===== src/rtl/ctl_pkg.sv =====
// ---------------------------------------------------------------------------
// ctl_pkg
//   Shared RV32I decode constants for the pipeline: opcode / funct3 / funct7
//   encodings, ALU opcode and branch-type codes, the control-word struct and
//   the bit position of every control field.
//   The control word is 32 bits, MSB first:
//     [31:29] br_type  [28:25] alu_op  [24] jal  [23] jalr  [22] lui
//     [21] auipc  [20] alu_src  [19] mem_to_reg  [18] ra_to_reg
//     [17] mem_read  [16] mem_write  [15] reg_write  [14:12] mem_size
//     [11] illegal  [10:0] reserved (always 0)
// ---------------------------------------------------------------------------
package ctl_pkg;

    // Major opcodes (ir[6:0])
    localparam logic [6:0] OPC_LUI      = 7'b0110111;
    localparam logic [6:0] OPC_AUIPC    = 7'b0010111;
    localparam logic [6:0] OPC_JAL      = 7'b1101111;
    localparam logic [6:0] OPC_JALR     = 7'b1100111;
    localparam logic [6:0] OPC_BRANCH   = 7'b1100011;
    localparam logic [6:0] OPC_LOAD     = 7'b0000011;
    localparam logic [6:0] OPC_STORE    = 7'b0100011;
    localparam logic [6:0] OPC_OP_IMM   = 7'b0010011;
    localparam logic [6:0] OPC_OP       = 7'b0110011;
    localparam logic [6:0] OPC_MISC_MEM = 7'b0001111;
    localparam logic [6:0] OPC_SYSTEM   = 7'b1110011;

    // funct3 codes shared by OP / OP-IMM
    localparam logic [2:0] F3_ADD  = 3'b000;
    localparam logic [2:0] F3_SLL  = 3'b001;
    localparam logic [2:0] F3_SLT  = 3'b010;
    localparam logic [2:0] F3_SLTU = 3'b011;
    localparam logic [2:0] F3_XOR  = 3'b100;
    localparam logic [2:0] F3_SR   = 3'b101;
    localparam logic [2:0] F3_OR   = 3'b110;
    localparam logic [2:0] F3_AND  = 3'b111;

    // funct3 codes for conditional branches
    localparam logic [2:0] F3_BEQ  = 3'b000;
    localparam logic [2:0] F3_BNE  = 3'b001;
    localparam logic [2:0] F3_BLT  = 3'b100;
    localparam logic [2:0] F3_BGE  = 3'b101;
    localparam logic [2:0] F3_BLTU = 3'b110;
    localparam logic [2:0] F3_BGEU = 3'b111;

    // funct7: base encoding and the SUB/SRA alternate
    localparam logic [6:0] F7_BASE = 7'b0000000;
    localparam logic [6:0] F7_ALT  = 7'b0100000;

    // The only two legal SYSTEM encodings in RV32I
    localparam logic [31:0] IR_ECALL  = 32'h0000_0073;
    localparam logic [31:0] IR_EBREAK = 32'h0010_0073;

    // ALU opcodes
    localparam logic [3:0] ALU_OP_SUB  = 4'd0;
    localparam logic [3:0] ALU_OP_ADD  = 4'd1;
    localparam logic [3:0] ALU_OP_AND  = 4'd2;
    localparam logic [3:0] ALU_OP_OR   = 4'd3;
    localparam logic [3:0] ALU_OP_XOR  = 4'd4;
    localparam logic [3:0] ALU_OP_SRL  = 4'd5;
    localparam logic [3:0] ALU_OP_SLL  = 4'd6;
    localparam logic [3:0] ALU_OP_SRA  = 4'd7;
    localparam logic [3:0] ALU_OP_SLT  = 4'd8;
    localparam logic [3:0] ALU_OP_SLTU = 4'd9;

    // Branch types
    localparam logic [2:0] BR_NONE = 3'd0;
    localparam logic [2:0] BR_BEQ  = 3'd1;
    localparam logic [2:0] BR_BNE  = 3'd2;
    localparam logic [2:0] BR_BLT  = 3'd3;
    localparam logic [2:0] BR_BGE  = 3'd4;
    localparam logic [2:0] BR_BLTU = 3'd5;
    localparam logic [2:0] BR_BGEU = 3'd6;

    // Control-word bit positions
    localparam int CTL_BR_LSB       = 29;
    localparam int CTL_ALU_LSB      = 25;
    localparam int CTL_JAL          = 24;
    localparam int CTL_JALR         = 23;
    localparam int CTL_LUI          = 22;
    localparam int CTL_AUIPC        = 21;
    localparam int CTL_ALU_SRC      = 20;
    localparam int CTL_MEM_TO_REG   = 19;
    localparam int CTL_RA_TO_REG    = 18;
    localparam int CTL_MEM_READ     = 17;
    localparam int CTL_MEM_WRITE    = 16;
    localparam int CTL_REG_WRITE    = 15;
    localparam int CTL_MEM_SIZE_LSB = 12;
    localparam int CTL_ILLEGAL      = 11;

    // Packed view of the same layout; field order matches the bit positions.
    typedef struct packed {
        logic [2:0]  br_type;
        logic [3:0]  alu_op;
        logic        jal;
        logic        jalr;
        logic        lui;
        logic        auipc;
        logic        alu_src;
        logic        mem_to_reg;
        logic        ra_to_reg;
        logic        mem_read;
        logic        mem_write;
        logic        reg_write;
        logic [2:0]  mem_size;
        logic        illegal;
        logic [10:0] rsvd;
    } ctl_t;

    // Word emitted for any undecodable instruction: only the illegal flag.
    localparam logic [31:0] CTL_ILLEGAL_WORD = 32'h1 << CTL_ILLEGAL;

endpackage


===== src/rtl/decode_comb.sv =====
// ---------------------------------------------------------------------------
// decode_comb
//   Purely combinational RV32I decoder.
//   Ports:
//     ir        in   32     instruction word
//     ctl       out  ctl_t  control word (illegal encodings -> illegal bit only)
//     uses_rs1  out  1      instruction reads rs1
//     uses_rs2  out  1      instruction reads rs2
// ---------------------------------------------------------------------------
module decode_comb
    import ctl_pkg::*;
#(
    parameter int ALU_OP_W = 4
) (
    input  logic [31:0] ir,
    output ctl_t        ctl,
    output logic        uses_rs1,
    output logic        uses_rs2
);

    logic [6:0] opcode;
    logic [2:0] funct3;
    logic [6:0] funct7;

    assign opcode = ir[6:0];
    assign funct3 = ir[14:12];
    assign funct7 = ir[31:25];

    ctl_t       dec;
    logic [3:0] alu_sel;
    logic       bad;

    always_comb begin
        // NOTE: every signal written here gets a default first, so no path
        // through the case statements can leave one unassigned (no latch).
        dec      = '0;
        alu_sel  = ALU_OP_ADD;
        bad      = 1'b0;
        uses_rs1 = 1'b1;
        uses_rs2 = 1'b0;

        unique case (opcode)
            OPC_LUI: begin
                dec.lui       = 1'b1;
                dec.alu_src   = 1'b1;
                dec.reg_write = 1'b1;
                uses_rs1      = 1'b0;
            end
            OPC_AUIPC: begin
                dec.auipc     = 1'b1;
                dec.alu_src   = 1'b1;
                dec.reg_write = 1'b1;
                uses_rs1      = 1'b0;
            end
            OPC_JAL: begin
                dec.jal       = 1'b1;
                dec.ra_to_reg = 1'b1;
                dec.reg_write = 1'b1;
                uses_rs1      = 1'b0;
            end
            OPC_JALR: begin
                dec.jalr      = 1'b1;
                dec.ra_to_reg = 1'b1;
                dec.alu_src   = 1'b1;
                dec.reg_write = 1'b1;
                bad           = (funct3 != 3'b000);
            end
            OPC_BRANCH: begin
                alu_sel  = ALU_OP_SUB;
                uses_rs2 = 1'b1;
                case (funct3)
                    F3_BEQ:  dec.br_type = BR_BEQ;
                    F3_BNE:  dec.br_type = BR_BNE;
                    F3_BLT:  dec.br_type = BR_BLT;
                    F3_BGE:  dec.br_type = BR_BGE;
                    F3_BLTU: dec.br_type = BR_BLTU;
                    F3_BGEU: dec.br_type = BR_BGEU;
                    default: bad = 1'b1;   // 010 / 011 are unassigned
                endcase
            end
            OPC_LOAD: begin
                dec.mem_read   = 1'b1;
                dec.mem_to_reg = 1'b1;
                dec.alu_src    = 1'b1;
                dec.reg_write  = 1'b1;
                dec.mem_size   = funct3;
                // LB LH LW LBU LHU only
                bad = !(funct3 inside {3'b000, 3'b001, 3'b010, 3'b100, 3'b101});
            end
            OPC_STORE: begin
                dec.mem_write = 1'b1;
                dec.alu_src   = 1'b1;
                dec.mem_size  = funct3;
                uses_rs2      = 1'b1;
                bad           = (funct3 > 3'b010);
            end
            OPC_OP_IMM: begin
                dec.alu_src   = 1'b1;
                dec.reg_write = 1'b1;
                case (funct3)
                    F3_ADD:  alu_sel = ALU_OP_ADD;
                    F3_SLT:  alu_sel = ALU_OP_SLT;
                    F3_SLTU: alu_sel = ALU_OP_SLTU;
                    F3_XOR:  alu_sel = ALU_OP_XOR;
                    F3_OR:   alu_sel = ALU_OP_OR;
                    F3_AND:  alu_sel = ALU_OP_AND;
                    F3_SLL: begin
                        alu_sel = ALU_OP_SLL;
                        bad     = (funct7 != F7_BASE);
                    end
                    default: begin   // F3_SR: SRLI / SRAI by funct7
                        if (funct7 == F7_BASE)     alu_sel = ALU_OP_SRL;
                        else if (funct7 == F7_ALT) alu_sel = ALU_OP_SRA;
                        else                       bad     = 1'b1;
                    end
                endcase
            end
            OPC_OP: begin
                dec.reg_write = 1'b1;
                uses_rs2      = 1'b1;
                if (funct7 == F7_BASE) begin
                    case (funct3)
                        F3_ADD:  alu_sel = ALU_OP_ADD;
                        F3_SLL:  alu_sel = ALU_OP_SLL;
                        F3_SLT:  alu_sel = ALU_OP_SLT;
                        F3_SLTU: alu_sel = ALU_OP_SLTU;
                        F3_XOR:  alu_sel = ALU_OP_XOR;
                        F3_SR:   alu_sel = ALU_OP_SRL;
                        F3_OR:   alu_sel = ALU_OP_OR;
                        default: alu_sel = ALU_OP_AND;
                    endcase
                end else if (funct7 == F7_ALT && funct3 == F3_ADD) begin
                    alu_sel = ALU_OP_SUB;
                end else if (funct7 == F7_ALT && funct3 == F3_SR) begin
                    alu_sel = ALU_OP_SRA;
                end else begin
                    bad = 1'b1;
                end
            end
            OPC_MISC_MEM: begin
                // FENCE: legal, but has no effect in this in-order pipeline.
                alu_sel = ALU_OP_SUB;
                bad     = (funct3 != 3'b000);
            end
            OPC_SYSTEM: begin
                // ECALL / EBREAK decode to an all-zero word; trap handling is
                // done elsewhere from ex_ir.
                alu_sel = ALU_OP_SUB;
                bad     = (ir != IR_ECALL) && (ir != IR_EBREAK);
            end
            default: bad = 1'b1;
        endcase

        // Codes are carried at ALU_OP_W bits and packed into the 4-bit field.
        dec.alu_op = 4'(ALU_OP_W'(alu_sel));
    end

    assign ctl = bad ? ctl_t'(CTL_ILLEGAL_WORD) : dec;

endmodule


===== src/rtl/decode_pipe_stage.sv =====
// ---------------------------------------------------------------------------
// decode_pipe_stage
//   RV32I decode stage plus the ID/EX pipeline register. Adds load-use
//   hazard detection (bubble insertion), stall/flush handling and a
//   saturating count of inserted bubbles.
//   Ports:
//     clk           in   1      clock, rising edge
//     rst           in   1      asynchronous reset, active-high
//     id_valid      in   1      id_ir holds a real instruction
//     id_ir         in   32     instruction from IF/ID
//     id_ready      out  1      ID/EX accepts id_ir this cycle
//     ex_ready      in   1      EX can take the ID/EX contents this cycle
//     flush         in   1      kill ID/EX contents
//     ex_valid      out  1      ID/EX holds a real instruction
//     ex_ctl        out  CTL_W  registered control word (bits above 31 = 0)
//     ex_ir         out  32     registered instruction
//     hazard_stall  out  1      combinational load-use stall
//     bubble_cnt    out  CNT_W  saturating count of hazard bubbles
// ---------------------------------------------------------------------------
module decode_pipe_stage
    import ctl_pkg::*;
#(
    parameter int CTL_W     = 32,
    parameter int ALU_OP_W  = 4,
    parameter bit HAZARD_EN = 1'b1,
    parameter int CNT_W     = 16
) (
    input  logic             clk,
    input  logic             rst,
    input  logic             id_valid,
    input  logic [31:0]      id_ir,
    output logic             id_ready,
    input  logic             ex_ready,
    input  logic             flush,
    output logic             ex_valid,
    output logic [CTL_W-1:0] ex_ctl,
    output logic [31:0]      ex_ir,
    output logic             hazard_stall,
    output logic [CNT_W-1:0] bubble_cnt
);

    ctl_t dec_ctl;
    logic dec_uses_rs1;
    logic dec_uses_rs2;

    decode_comb #(
        .ALU_OP_W (ALU_OP_W)
    ) u_decode (
        .ir       (id_ir),
        .ctl      (dec_ctl),
        .uses_rs1 (dec_uses_rs1),
        .uses_rs2 (dec_uses_rs2)
    );

    // Load-use hazard: the load in EX returns its data too late for the
    // instruction in ID, so one bubble is needed. x0 never creates one.
    logic [4:0] ex_rd;
    logic [4:0] id_rs1;
    logic [4:0] id_rs2;
    logic       load_use;

    assign ex_rd  = ex_ir[11:7];
    assign id_rs1 = id_ir[19:15];
    assign id_rs2 = id_ir[24:20];

    assign load_use = id_valid && ex_valid && ex_ctl[CTL_MEM_READ] && (ex_rd != 5'd0) &&
                      ((dec_uses_rs1 && (id_rs1 == ex_rd)) ||
                       (dec_uses_rs2 && (id_rs2 == ex_rd)));

    assign hazard_stall = HAZARD_EN && load_use;
    assign id_ready     = ex_ready && !hazard_stall;

    // NOTE: state registers use non-blocking assignments so every flop
    // samples the pre-edge values, independent of statement order.
    always_ff @(posedge clk or posedge rst) begin
        if (rst) begin
            ex_valid   <= 1'b0;
            ex_ctl     <= '0;
            ex_ir      <= '0;
            bubble_cnt <= '0;
        end else if (flush) begin
            // Flush wins even over a hold; the instruction in ID is dropped.
            ex_valid <= 1'b0;
            ex_ctl   <= '0;
        end else if (ex_ready) begin
            if (hazard_stall) begin
                // The bubble clears ex_valid, so the stall drops next cycle
                // and the waiting instruction issues then.
                ex_valid <= 1'b0;
                ex_ctl   <= '0;
                if (!(&bubble_cnt)) begin
                    bubble_cnt <= bubble_cnt + CNT_W'(1);
                end
            end else begin
                ex_valid <= id_valid;
                ex_ir    <= id_ir;
                ex_ctl   <= id_valid ? CTL_W'(dec_ctl) : '0;
            end
        end
        // ex_ready low without flush: everything holds.
    end

endmodule


===== config.mk =====
export PLATFORM = sky130hd
export DESIGN_NAME = decode_pipe_stage
export DESIGN_NICKNAME = d
export VERILOG_FILES = /design/src/rtl/ctl_pkg.sv /design/src/rtl/decode_comb.sv /design/src/rtl/decode_pipe_stage.sv
export SDC_FILE = /design/constraint.sdc
export NUM_CORES = 1
export LEC_CHECK = 0
export CORE_ASPECT_RATIO = 0.8
export CORE_MARGIN = 4
export CORE_UTILIZATION = 46
export DETAILED_ROUTE_END_ITERATION = 8
export PLACE_DENSITY = 0.84
export REMOVE_ABC_BUFFERS = 1
export SLEW_MARGIN = 5
export SYNTH_ARGS = -nofsm -noshare
export SYNTH_HDL_FRONTEND = slang
export SYNTH_SLANG_ARGS = --single-unit

===== constraint.sdc =====
create_clock -name clk -period 2.9 [get_ports clk]
set_input_delay 0.58 -clock clk [delete_from_list [all_inputs] [get_ports clk]]
set_output_delay 0.58 -clock clk [all_outputs]
set_load 0.05 [all_outputs]

Yosys cells after proc, flatten, opt, wreduce, memory -nomap -nowiden

Cells that the tools add are included.

Register bits: 81
Bits in latches: 0
RAM bits: 0
ROM bits: 0
Word-level logic and storage cells: 103
Memories kept: 0

Add/sub/neg operators: 1
Multipliers: 0
Divide/modulo/power cells: 0
Magnitude comparators: 1
Eq/ne operators: 23
Shift-type cells: 0
Muxes and demuxes: 38
Bitwise operators: 3
Reductions and logical operators: 33

Operator list:

| kind                                                                       | count |
|---|---|
| 32-bit two-way mux                                                         | 5 |
| 4-bit case mux with 7 select lines                                         | 2 |
| 32-bit by 21-bit inequality test with 1-bit output (second input constant) | 1 |
| 32-bit by 7-bit inequality test with 1-bit output (second input constant)  | 1 |
| 7-bit by 6-bit equality test with 1-bit output (second input constant)     | 4 |
| 7-bit equality test (second input constant)                                | 4 |
| 1-bit two-way mux                                                          | 20 |
| 3-bit case mux with 6 select lines                                         | 1 |
| 6-bit OR reduction                                                         | 3 |
| 16-bit by 1-bit adder with 16-bit output (second input constant)           | 1 |
| 16-bit AND reduction                                                       | 1 |
| 7-bit by 5-bit equality test with 1-bit output (second input constant)     | 2 |
| 3-bit equality test (second input constant)                                | 4 |
| 3-bit two-way mux                                                          | 4 |
| 4-bit two-way mux                                                          | 3 |
| 4-bit case mux with 3 select lines                                         | 1 |
| 5-bit equality test                                                        | 2 |
| 1-bit logical AND                                                          | 10 |
| 5-bit nonzero test                                                         | 2 |
| 3-bit OR reduction                                                         | 3 |
| 1-bit case mux with 8 select lines                                         | 1 |
| 7-bit by 2-bit equality test with 1-bit output (second input constant)     | 1 |
| 7-bit by 4-bit equality test with 1-bit output (second input constant)     | 1 |
| 7-bit zero test                                                            | 1 |
| other kinds (15)                                                           | 21 |

Logic depth before layout (Yosys ltp)

Gate-level depths: netlist (run 1).

Depth in word-level cells: 11
Gate-level depth with buffers: 9
Mapped depth without buffers: 8

By module

A second synthesis (run 1) with hierarchy kept.

Cells, all modules: 383
Area, all modules: 4319.1 um2

Modules (own cells, without submodules):

| module            | instances | cells each | area each (um2) |
|---|---|---|---|
| decode_pipe_stage | 1         | 241        | 3349.5 |
| decode_comb       | 1         | 142        | 969.7 |

Worst setup path before layout (run 1)

OpenSTA, ideal clock, no wires.

Path kind: input to register
Start: in id_ir[12]
End: reg ex_ctl[12]
Library setup time: 0.128 ns
Arrival: 2.488 ns
Path slack: 0.285 ns
Stages: 9
Path buffers: 1
Cell sequence: clkbuf_1 -> inv_1 -> fa_1 -> or4_1 -> o211ai_1 -> nand3_1 -> and4bb_2 -> nand3_2 -> o21ai_0

Longest elaborated chain between the ends: 11

Ends and longest elaborated chain:

| element                            | line                                                     | RTL |
|---|---|---|
| from (decl)                        | decode_pipe_stage.sv:31                                  | `input logic [31:0] id_ir,` |
| 3-bit equality test                | decode_comb.sv:71, decode_comb.sv:88, decode_comb.sv:134 |  |
| 1-bit logical AND                  | decode_comb.sv:134                                       | `end else if (funct7 == F7_ALT && funct3 == F3_SR) begin` |
| 1-bit two-way mux                  | decode_comb.sv:134                                       |  |
| 1-bit two-way mux                  | decode_comb.sv:132                                       | `end else if (funct7 == F7_ALT && funct3 == F3_ADD) begin` |
| 1-bit two-way mux                  | decode_comb.sv:121                                       | `if (funct7 == F7_BASE) begin` |
| 1-bit case mux with 8 select lines | decode_comb.sv:42                                        | `unique case (opcode)` |
| 32-bit two-way mux (*)             | decode_comb.sv:158                                       | `assign ctl = bad ? ctl_t'(CTL_ILLEGAL_WORD) : dec;` |
| 32-bit two-way mux (*)             | decode_pipe_stage.sv:97                                  | `ex_ctl <= id_valid ? CTL_W'(dec_ctl) : '0;` |
| 32-bit two-way mux (*)             | decode_pipe_stage.sv:86                                  | `if (hazard_stall) begin` |
| 32-bit two-way mux (*)             | decode_pipe_stage.sv:85                                  | `end else if (ex_ready) begin` |
| 32-bit two-way mux (*)             | decode_pipe_stage.sv:81                                  | `end else if (flush) begin` |
| to (signal assigned)               | decode_pipe_stage.sv:97                                  |  |
| to (decl)                          | decode_pipe_stage.sv:36                                  | `output logic [CTL_W-1:0] ex_ctl,` |

Mark *: on every way between the ends. The rest lies on a longest branch, timed or not. The select of a mux whose other input is x is not followed.
A chain may end at the register's enable or synchronous reset.

Worst setup path after layout (run 1)

Start: in id_ir[4]
End: out id_ready

Longest elaborated chain between the ends: 8

Ends and longest elaborated chain:

| element                                           | line                                             | RTL |
|---|---|---|
| 7-bit equality test, or another cell as far along | decode_comb.sv:42                                |  |
| 3-bit OR reduction (no line)                      | n/a                                              |  |
| 1-bit two-way mux                                 | decode_comb.sv:42                                |  |
| 1-bit logical AND (on tied branches)              | decode_pipe_stage.sv:67, decode_pipe_stage.sv:68 |  |
| 1-bit logical OR (*)                              | decode_pipe_stage.sv:67                          | `((dec_uses_rs1 && (id_rs1 == ex_rd)) \|\|` |
| 1-bit logical AND (*)                             | decode_pipe_stage.sv:66                          | `assign load_use = id_valid && ex_valid && ex_ctl[CTL_MEM_READ] && (ex_rd != 5'd0) &&` |
| 1-bit zero test (*)                               | decode_pipe_stage.sv:71                          | `assign id_ready = ex_ready && !hazard_stall;` |
| 1-bit logical AND (*)                             | decode_pipe_stage.sv:71                          |  |
| to (decl)                                         | decode_pipe_stage.sv:32                          | `output logic id_ready,` |

Mark *: on every way between the ends. The rest lies on a longest branch, timed or not.

==> metrics.yaml, run 1 <==
antenna_found_initial: 0
die_x_um: 107
status: "finished clean"
crit_path_start_kind: "primary input"
worst_slew_pin_slew_ns: 0.548
relSlewSlack_pct: 63.3
io_pins: 120
cts_setup_buffers: 0
detail-route-antenna-nets: 0
portBuffers: 108
cts_sinks: 69
finish.utilization_pct: 69.1
layout-drive-gt1-share_pct: 19.2
dieArea_um2: 9310
holdBufCountCts: 0
cts_buffers: 9
routedWlPerCell_um: 16.5
final_nets: 523
synthFlopType: "dfrtp_1"
wl_um: 9780
first_pass_iters: 7
setup_viol: 0
hold_viol: 0
grt_pass1_vias: 3205
place_worst_setup_slack_ns: -0.0580
postSynthCellCount: 351
cts_tree: "built"
end_kind: "output port"
area_growth_pct: 44.0
ys_ff_latch: 69
skew_ns: 0.00465
period_share_pct: 97.6
drtIter0Drc: 163
finalMaxSlewViolations: 0
syn-cell-area_um2: 3600
ctsHtreeMaxLevel: 3
grt_overflow: 0
synth.distinct_cells: 57
cts-root-buf: "clkbuf_8"
fin_ws_ns: 0.0690
final_cells: 594
initial_core_util_pct: 48.0
gp_congestion: 0.880
cts.clk_slew.worst_paths_ns: 0.07
grt.total_usage_pct: 21.4
num_rows: 28
avgSynthCellArea_um2: 10.3
grt_max_degree: 38
required_ns: 2.32
clock_latency_ns: 0.34
async_flop_share_pct: 100
synth_edf_count: 0
grt_pass1_wl_um: 15900
powerDensity_nw_per_um2: 509
fmax_mhz: 353
cap_violations: 0
power_mw: 2.64
die-height_um: 87.1
ir_drop_mv: 0.435
hold_path.class: "flop to flop"
place_hpwl_um: 7400
ys_seq_area_share_pct: 48.0
yosysWarnings: 0
viasPerCell: 5.28
worstPathArrival_ns: 2.25
whs_ns: 0.489
n_antenna_cell: 0
dp_cells: 578
clk_path_buf_depth: 2
total_leakage_power_nw: 2.20
worstPathMaxFanout: 4
drc: 0
core_um2: 7500
fin_crit_ns: 2.83
rsz0062_at_grt: "false"
via_count: 3139
critPathKind: "primary input to output port"
-- power breakdown --
group / internal, mW / switching, mW
logic: 0.279 / 0.454
clock network: 0.467 / 0.358
registers: 1.03 / 0.0503
-- logic make-up (layout without fill, tap and decap cells) --
kind of cell | after synthesis | in the layout | share of synthesized area, %
simple gates | 126 | 126 | 18.7
compound gates | 55 | 55 | 9.60
other cells | 1 | 11 | 0.104
mux | 33 | 33 | 10.3
flops | 69 | 69 | 48.0
fa+ha+maj | 2 | 2 | 0.904
buf+inv | 37 | 165 | 5.60
xor+xnor | 28 | 28 | 6.81
-- stage by stage --
step	setup TNS (ns)	instance area [um2]
after global placement	-0.0417	4950
final	0	5180
after CTS	0	5180
after floorplan	-3.18	3470
after global routing	0	5180
after detailed placement	-0.282	4950
-- cells in the mapped netlist (4+ instances only) --
cell / n / area [um2]
nand2_1: 40 / 150
xor2_1: 16 / 140
clkbuf_1: 10 / 37.5
inv_1: 9 / 33.8
xnor2_1: 12 / 105
mux2_2: 32 / 360
or4_1: 4 / 30.0
a21oi_1: 7 / 35.0
buf_4: 14 / 105
nor2_1: 21 / 78.8
and4_1: 4 / 35.0
nand3_1: 15 / 75.1
nor4_1: 4 / 25.0
o21ai_1: 4 / 20.0
nand4_1: 4 / 25.0
nand2b_1: 4 / 25.0
nor3_1: 13 / 65.1
dfrtp_1: 69 / 1730
o21ai_0: 21 / 105
-- final cells by class --
| cell class | count | area [um2] |
|---|---|---|
| Fill cell | 587 | 2320 |
| Clock inverter | 3 | 42.5 |
| Multi-Input combinational cell | 255 | 1730 |
| Tap cell | 105 | 131 |
| Sequential cell | 69 | 1730 |
| Inverter | 9 | 33.8 |
| Clock buffer | 13 | 169 |
| Timing Repair Buffer | 140 | 1350 |
-- timing repair --
action / in CTS / in global routing
resized for setup: 4 / 1
setup endpoints to repair: 1 / 1
pin swaps: 1 / 1
-- state kept, by name, summed over array words and instances (netlist names) --
register and cells:
ex_ir 32, ex_ctl 20, bubble_cnt 16, ex_valid 1
-- layout by cell type (no fill, tap or decap), types with 2 or more instances in the layout --
master and count:
conb_1 11, xor2_1 16, nor4_1 4, a21o_1 2, nand3_1 15, and4bb_2 2
o21ai_1 4, a211oi_1 2, o31ai_1 2, clkbuf_8 12, a31oi_1 2, clkdlybuf4s50_1 105
nand2_1 40, nand4_1 4, o21ai_0 21, inv_1 8, buf_12 3, buf_4 31
nor2_1 20, or4_1 4, mux2_2 32, nor3_1 13, a21oi_1 6, xnor2_1 12
and4_1 4, dfrtp_1 69, o211ai_1 3, nor2b_1 3, nand2b_1 4
-- final timing paths --
kind / startpoint / end / slack [ns] / cells past startpoint
setup reg to reg: ex_ir[8] / ex_ctl[24] / 0.41 / 8
setup / recovery: id_ir[4] / id_ready / 0.07 / 7
hold reg to reg: ex_ctl[21] / ex_ctl[21] / 0.49 / 2
max in group asynchronous: rst / ex_ir[21] / 1.88 / 3
min in group asynchronous: rst / ex_ctl[15] / 0.64 / 3
hold / removal: ex_ctl[21] / ex_ctl[21] / 0.49 / 2
-- routing by layer --
metal	track usage [%]	wire length [um]	vias to the layer above
met4	5.92	184	0
met3	4.89	695	17
met2	34.7	4570	140
met5	0	0	-
met1	29.1	4330	1498
li1	-	-	1484
-- critical path: stages --
cell and delay [ns]:
clkdlybuf4s50_1 0.52, or3b_2 0.47, a21oi_2 0.19, nor4_4 0.09, nor2_2 0.12, and2_4 0.16, buf_12 0.13
No activity file was read; power rests on OpenSTA's default activity.
==> run 2: changes to the inputs <==
--- a/config.mk
+++ b/config.mk
@@ -5,11 +5,14 @@
 export SDC_FILE = /design/constraint.sdc
 export NUM_CORES = 1
 export LEC_CHECK = 0
+export ABC_CLOCK_PERIOD_IN_PS = 2900
+export CELL_PAD_IN_SITES_DETAIL_PLACEMENT = 0
+export CELL_PAD_IN_SITES_GLOBAL_PLACEMENT = 1
 export CORE_ASPECT_RATIO = 0.8
 export CORE_MARGIN = 4
-export CORE_UTILIZATION = 46
+export CORE_UTILIZATION = 35
 export DETAILED_ROUTE_END_ITERATION = 8
-export PLACE_DENSITY = 0.84
+export PLACE_DENSITY = 0.85
 export REMOVE_ABC_BUFFERS = 1
 export SLEW_MARGIN = 5
 export SYNTH_ARGS = -nofsm -noshare
==> metrics.yaml, run 2 (synthesis gave the netlist of run 1 again) <==
ir_drop_mv: 0.295
status: "finished clean"
holdBufCountCts: 0
worst_slew_pin_slew_ns: 0.543
drc: 0
area_growth_pct: 48.3
drtIter0Drc: 202
num_rows: 32
cp_cell_sequence: "clkdlybuf4s50_1 -> or3b_2 -> a21oi_4 -> nor4_4 -> nor2_2 -> and2_4 -> buf_12"
critPathKind: "primary input to output port"
io_pins: 120
grt_max_degree: 33
max_flop_register: "ex_ir"
skew_ns: 0.00867
layout-drive-gt1-share_pct: 19.3
core_um2: 9850
portBuffers: 108
gp_congestion: 0.832
finalMaxSlewViolations: 0
place_hpwl_um: 7510
routedWlPerCell_um: 15.8
antenna_found_initial: 0
final_cell_mix: "105 x clkdlybuf4s50_1, 69 x dfrtp_1, 40 x nand2_1"
n_antenna_cell: 0
crit_path_start_kind: "primary input"
dp_cells: 607
fmax_mhz: 353
via_count: 3073
fin_crit_ns: 2.83
cts-root-buf: "clkbuf_16"
grt_overflow: 0
cts.clk_slew.worst_paths_ns: 0.05
whs_ns: 0.476
total_leakage_power_nw: 2.25
cp_slowest_cell: "clkdlybuf4s50_1"
final_nets: 522
clk_path_buf_depth: 2
detail-route-antenna-nets: 0
required_ns: 2.32
relSlewSlack_pct: 63.7
powerDensity_nw_per_um2: 549
period_share_pct: 97.6
worstPathArrival_ns: 2.25
initial_core_util_pct: 36.5
first_pass_iters: 4
die-height_um: 98.7
hold_path.class: "flop to flop"
wl_um: 9840
hold_viol: 0
cap_violations: 0
dieArea_um2: 12000
final_cells: 624
cpPeakStageDelay_ns: 0.49
cts_tree: "built"
rsz0062_at_grt: "false"
cts_sinks: 69
largest_register_ff_count: 32
reg_top3: "ex_ir (32), ex_ctl (20), bubble_cnt (16)"
viasPerCell: 4.92
clock_latency_ns: 0.33
grt.total_usage_pct: 17.1
grt_pass1_wl_um: 16400
setup_viol: 0
final_common_cell: "clkdlybuf4s50_1"
ctsHtreeMaxLevel: 3
die_x_um: 121
worstPathMaxFanout: 3
cts_buffers: 9
grt_pass1_vias: 3148
end_kind: "output port"
==> run 2: cell count changes in the layout (fill, tap and decap cells not counted) <==
cell and change:
a21oi_2 -1, clkbuf_1 -1, clkinvlp_4 +1, a21oi_4 +1, dlygate4sd2_1 -1, clkbuf_16 +9, dlymetal6s2s_1 +1, clkbuf_8 -10
buf_4 -2, clkinv_4 +1, buf_12 +1
==> run 2: through the flow <==
step	util [%]	total power, mW	cell area (um2)	setup WS, ns	TNS [ns]
after floorplan	-	1.53	3470	-0.132	-3.18
after global placement	50.7	1.82	4990	-0.0791	-0.0791
after detailed placement	50.7	1.83	4990	-0.128	-1.13
after CTS	54.1	2.97	5320	0.00444	0
after global routing	54.2	3.05	5340	0.0326	0
final	54.2	2.93	5340	0.0692	0
==> run 2: path summary, 6_finish.rpt <==
check                           start          to  cells after the start  slack [ns]
hold reg to reg            ex_ctl[14]  ex_ctl[14]                      2        0.48
max in group asynchronous         rst   ex_ir[15]                      3        1.50
min in group asynchronous         rst    ex_ir[3]                      2        0.63
setup / recovery             id_ir[4]    id_ready                      7        0.07
setup reg to reg             ex_ir[8]  ex_ctl[24]                      9        0.33
hold / removal             ex_ctl[14]  ex_ctl[14]                      2        0.48
==> run 2: worst max-delay path, delay by kind of cell <==
family / cells / cell delay, ns
simple gates: 4 / 0.87
buf+inv: 2 / 0.62
compound gates: 1 / 0.19
==> run 2: per-layer routing <==
metal | part of all wire [%] | track usage, %
met3 | 6.2 | 4.53
met4 | 1.2 | 4.82
met5 | 0 | 0
met2 | 45 | 25.5
met1 | 48 | 24.5
==> run 2: layout make-up <==
class / instances / area, um2
fillers: 905 / 4510
multi-input cells: 255 / 1730
flip-flops and latches: 69 / 1730
repair buffers: 139 / 1360
clock buffers: 11 / 253
well taps: 136 / 170
clock inverters: 5 / 58.8
inverters: 9 / 33.8
==> run 2: power breakdown <==
group | switching (mW) | total, mW | internal, mW
clock network | 0.401 | 1.11 | 0.712
registers | 0.0504 | 1.08 | 1.03
logic | 0.453 | 0.733 | 0.280
==> run 2: what timing repair did <==
action                                  in CTS  in global routing
pin swaps                                    2                  2
resized for setup                            4                  2
endpoints found under the setup margin       2                  1
setup buffers                                0                  1
endpoints found under the hold margin        0                  0
==> run 3: changes to the inputs <==
--- a/config.mk
+++ b/config.mk
@@ -9,7 +9,7 @@
 export CELL_PAD_IN_SITES_DETAIL_PLACEMENT = 0
 export CELL_PAD_IN_SITES_GLOBAL_PLACEMENT = 1
 export CORE_ASPECT_RATIO = 0.8
-export CORE_MARGIN = 4
+export CORE_MARGIN = 2
 export CORE_UTILIZATION = 35
 export DETAILED_ROUTE_END_ITERATION = 8
 export PLACE_DENSITY = 0.85
==> metrics.yaml, run 3 (synthesis gave the netlist of run 1 again) <==
status: "finished clean"
min_to: "ex_ctl[20]"
max_flop_register: "ex_ir"
clock_latency_ns: 0.33
num_rows: 33
worst_slew_pin_slew_ns: 0.530
largest_register_ff_count: 32
die-height_um: 94.7
grt_pass1_wl_um: 15300
cts.clk_slew.worst_paths_ns: 0.05
gp_congestion: 0.843
finalMaxSlewViolations: 0
hold_viol: 0
clk_path_buf_depth: 2
fillers: 933
first_pass_iters: 5
fin_crit_ns: 2.84
reg_top3: "ex_ir (32), ex_ctl (20), bubble_cnt (16)"
ir_drop_mv: 0.312
drc: 0
rsz0062_at_grt: "false"
setup_viol: 0
grt_max_degree: 70
seq_area_um2: 1730
dieArea_um2: 11100
r2r_end: "ex_ctl[25]"
r2r_slack_ns: 0.43
via_count: 3092
io_pins: 120
core_um2: 10100
cts_buffers: 9
portBuffers: 108
total_leakage_power_nw: 2.23
crit_path_start_kind: "primary input"
cap_violations: 0
layout-drive-gt1-share_pct: 18.4
grt_overflow: 0
viasPerCell: 4.96
ctsHtreeMaxLevel: 3
worst-r2r-cell-count: 8
worst-path-buf-inv: 2
cp_cell_sequence: "clkdlybuf4s50_1 -> or3b_2 -> a21oi_4 -> nor4_4 -> nor2_2 -> and2_4 -> buf_12"
n_antenna_cell: 0
multiInputGateArea_um2: 1730
worstPathArrival_ns: 2.26
wl_um: 9470
powerDensity_nw_per_um2: 548
r2r_start: "ex_ir[8]"
hold_path.class: "flop to flop"
routedWlPerCell_um: 15.2
finish.utilization_pct: 52.3
required_ns: 2.32
initial_core_util_pct: 35.6
cp_slowest_cell: "or3b_2"
final_nets: 517
hold_depth: 2
antenna_found_initial: 0
period_share_pct: 98.0
die_x_um: 117
fmax_mhz: 352
path_delay_family: "simple AND/OR/NAND/NOR gates"
cts-root-buf: "clkbuf_16"
final_cell_mix: "105 x clkdlybuf4s50_1, 69 x dfrtp_1, 40 x nand2_1"
critPathKind: "primary input to output port"
place_hpwl_um: 6980
hold_start: "ex_ctl[20]"
grt.total_usage_pct: 17.3
cpPeakStageDelay_ns: 0.52
worstPathMaxFanout: 4
final_common_cell: "clkdlybuf4s50_1"
cts_sinks: 69
grt_pass1_vias: 3042
area_growth_pct: 47.0
power_mw: 2.90
relSlewSlack_pct: 64.6
drtIter0Drc: 171
detail-route-antenna-nets: 0
holdBufCountCts: 0
cts_tree: "built"
end_kind: "output port"
skew_ns: 0.00759
## run 3: changes by cell type in the layout (fill, tap and decap cells not counted)
cell | previous run | this run
clkinv_2 | 1 | 3
clkinv_4 | 1 | 2
dlymetal6s2s_1 | 1 | 0
buf_4 | 29 | 24
clkinvlp_4 | 2 | 0
clkbuf_8 | 2 | 1
dlygate4sd2_1 | 0 | 1
## run 3: area by class of cell
cell class / count / share of cell area, %
clock inverters: 6 / 1.18
multi-input cells: 255 / 32.8
flip-flops and latches: 69 / 32.6
inverters: 9 / 0.639
well taps: 140 / 3.31
clock buffers: 10 / 4.52
repair buffers: 134 / 25.0
## run 3: report_power, final
| part | internal (mW) | total [mW] | leakage [nW] | switching, mW |
|---|---|---|---|---|
| combinational | 0.278 | 0.729 | 1.18 | 0.451 |
| sequential | 1.03 | 1.08 | 0.891 | 0.0491 |
| clock | 0.687 | 1.09 | 0.152 | 0.403 |
## run 3: repair_timing
action                                  in CTS  in global routing
setup buffers                                0                  0
pin swaps                                    2                  0
endpoints found under the setup margin       2                  1
hold endpoints to repair                     0                  0
resized for setup                            5                  1
## run 3: per-stage QoR
step	hold slack [ns]	area [um2]	cells	TNS [ns]	setup slack [ns]
6_report	0.474	5290	623	0	0.0573
5_1_grt	0.492	5290	623	0	0.0101
4_1_cts	0.482	5290	623	0	0.0175
3_5_place_dp	0.469	4960	607	-2.03	-0.147
3_3_place_gp	0.463	4960	607	-0.193	-0.118
2_1_floorplan	0.671	3470	333	-3.18	-0.132
## run 3: layer usage
layer  up-vias  wire [um]  part of all wire (%)  GRT usage (%)
met5         -          0                     0              0
met4         0         68                  0.72           5.62
met3         7        490                   5.2           4.41
li1       1472          -                     -              -
met1      1521       4510                    48           23.1
met2        92       4400                    46           27.8
## run 3: worst max-delay path by stage
stage / from / slack (ns) / to / cells after the start
floorplan: ex_ir[8] / -0.13 / ex_ctl[28] / 6
global placement: id_ir[4] / -0.12 / id_ready / 7
detailed placement: id_ir[4] / -0.15 / id_ready / 7
CTS: id_ir[3] / 0.02 / id_ready / 7
global route: id_ir[3] / 0.01 / id_ready / 8
finish: id_ir[3] / 0.06 / id_ready / 7
## run 3: tightest hold or removal path, cell delays in order (launching register included)
cell and delay [ns]:
dfrtp_1 0.34, nand2_1 0.04, o21ai_0 0.06
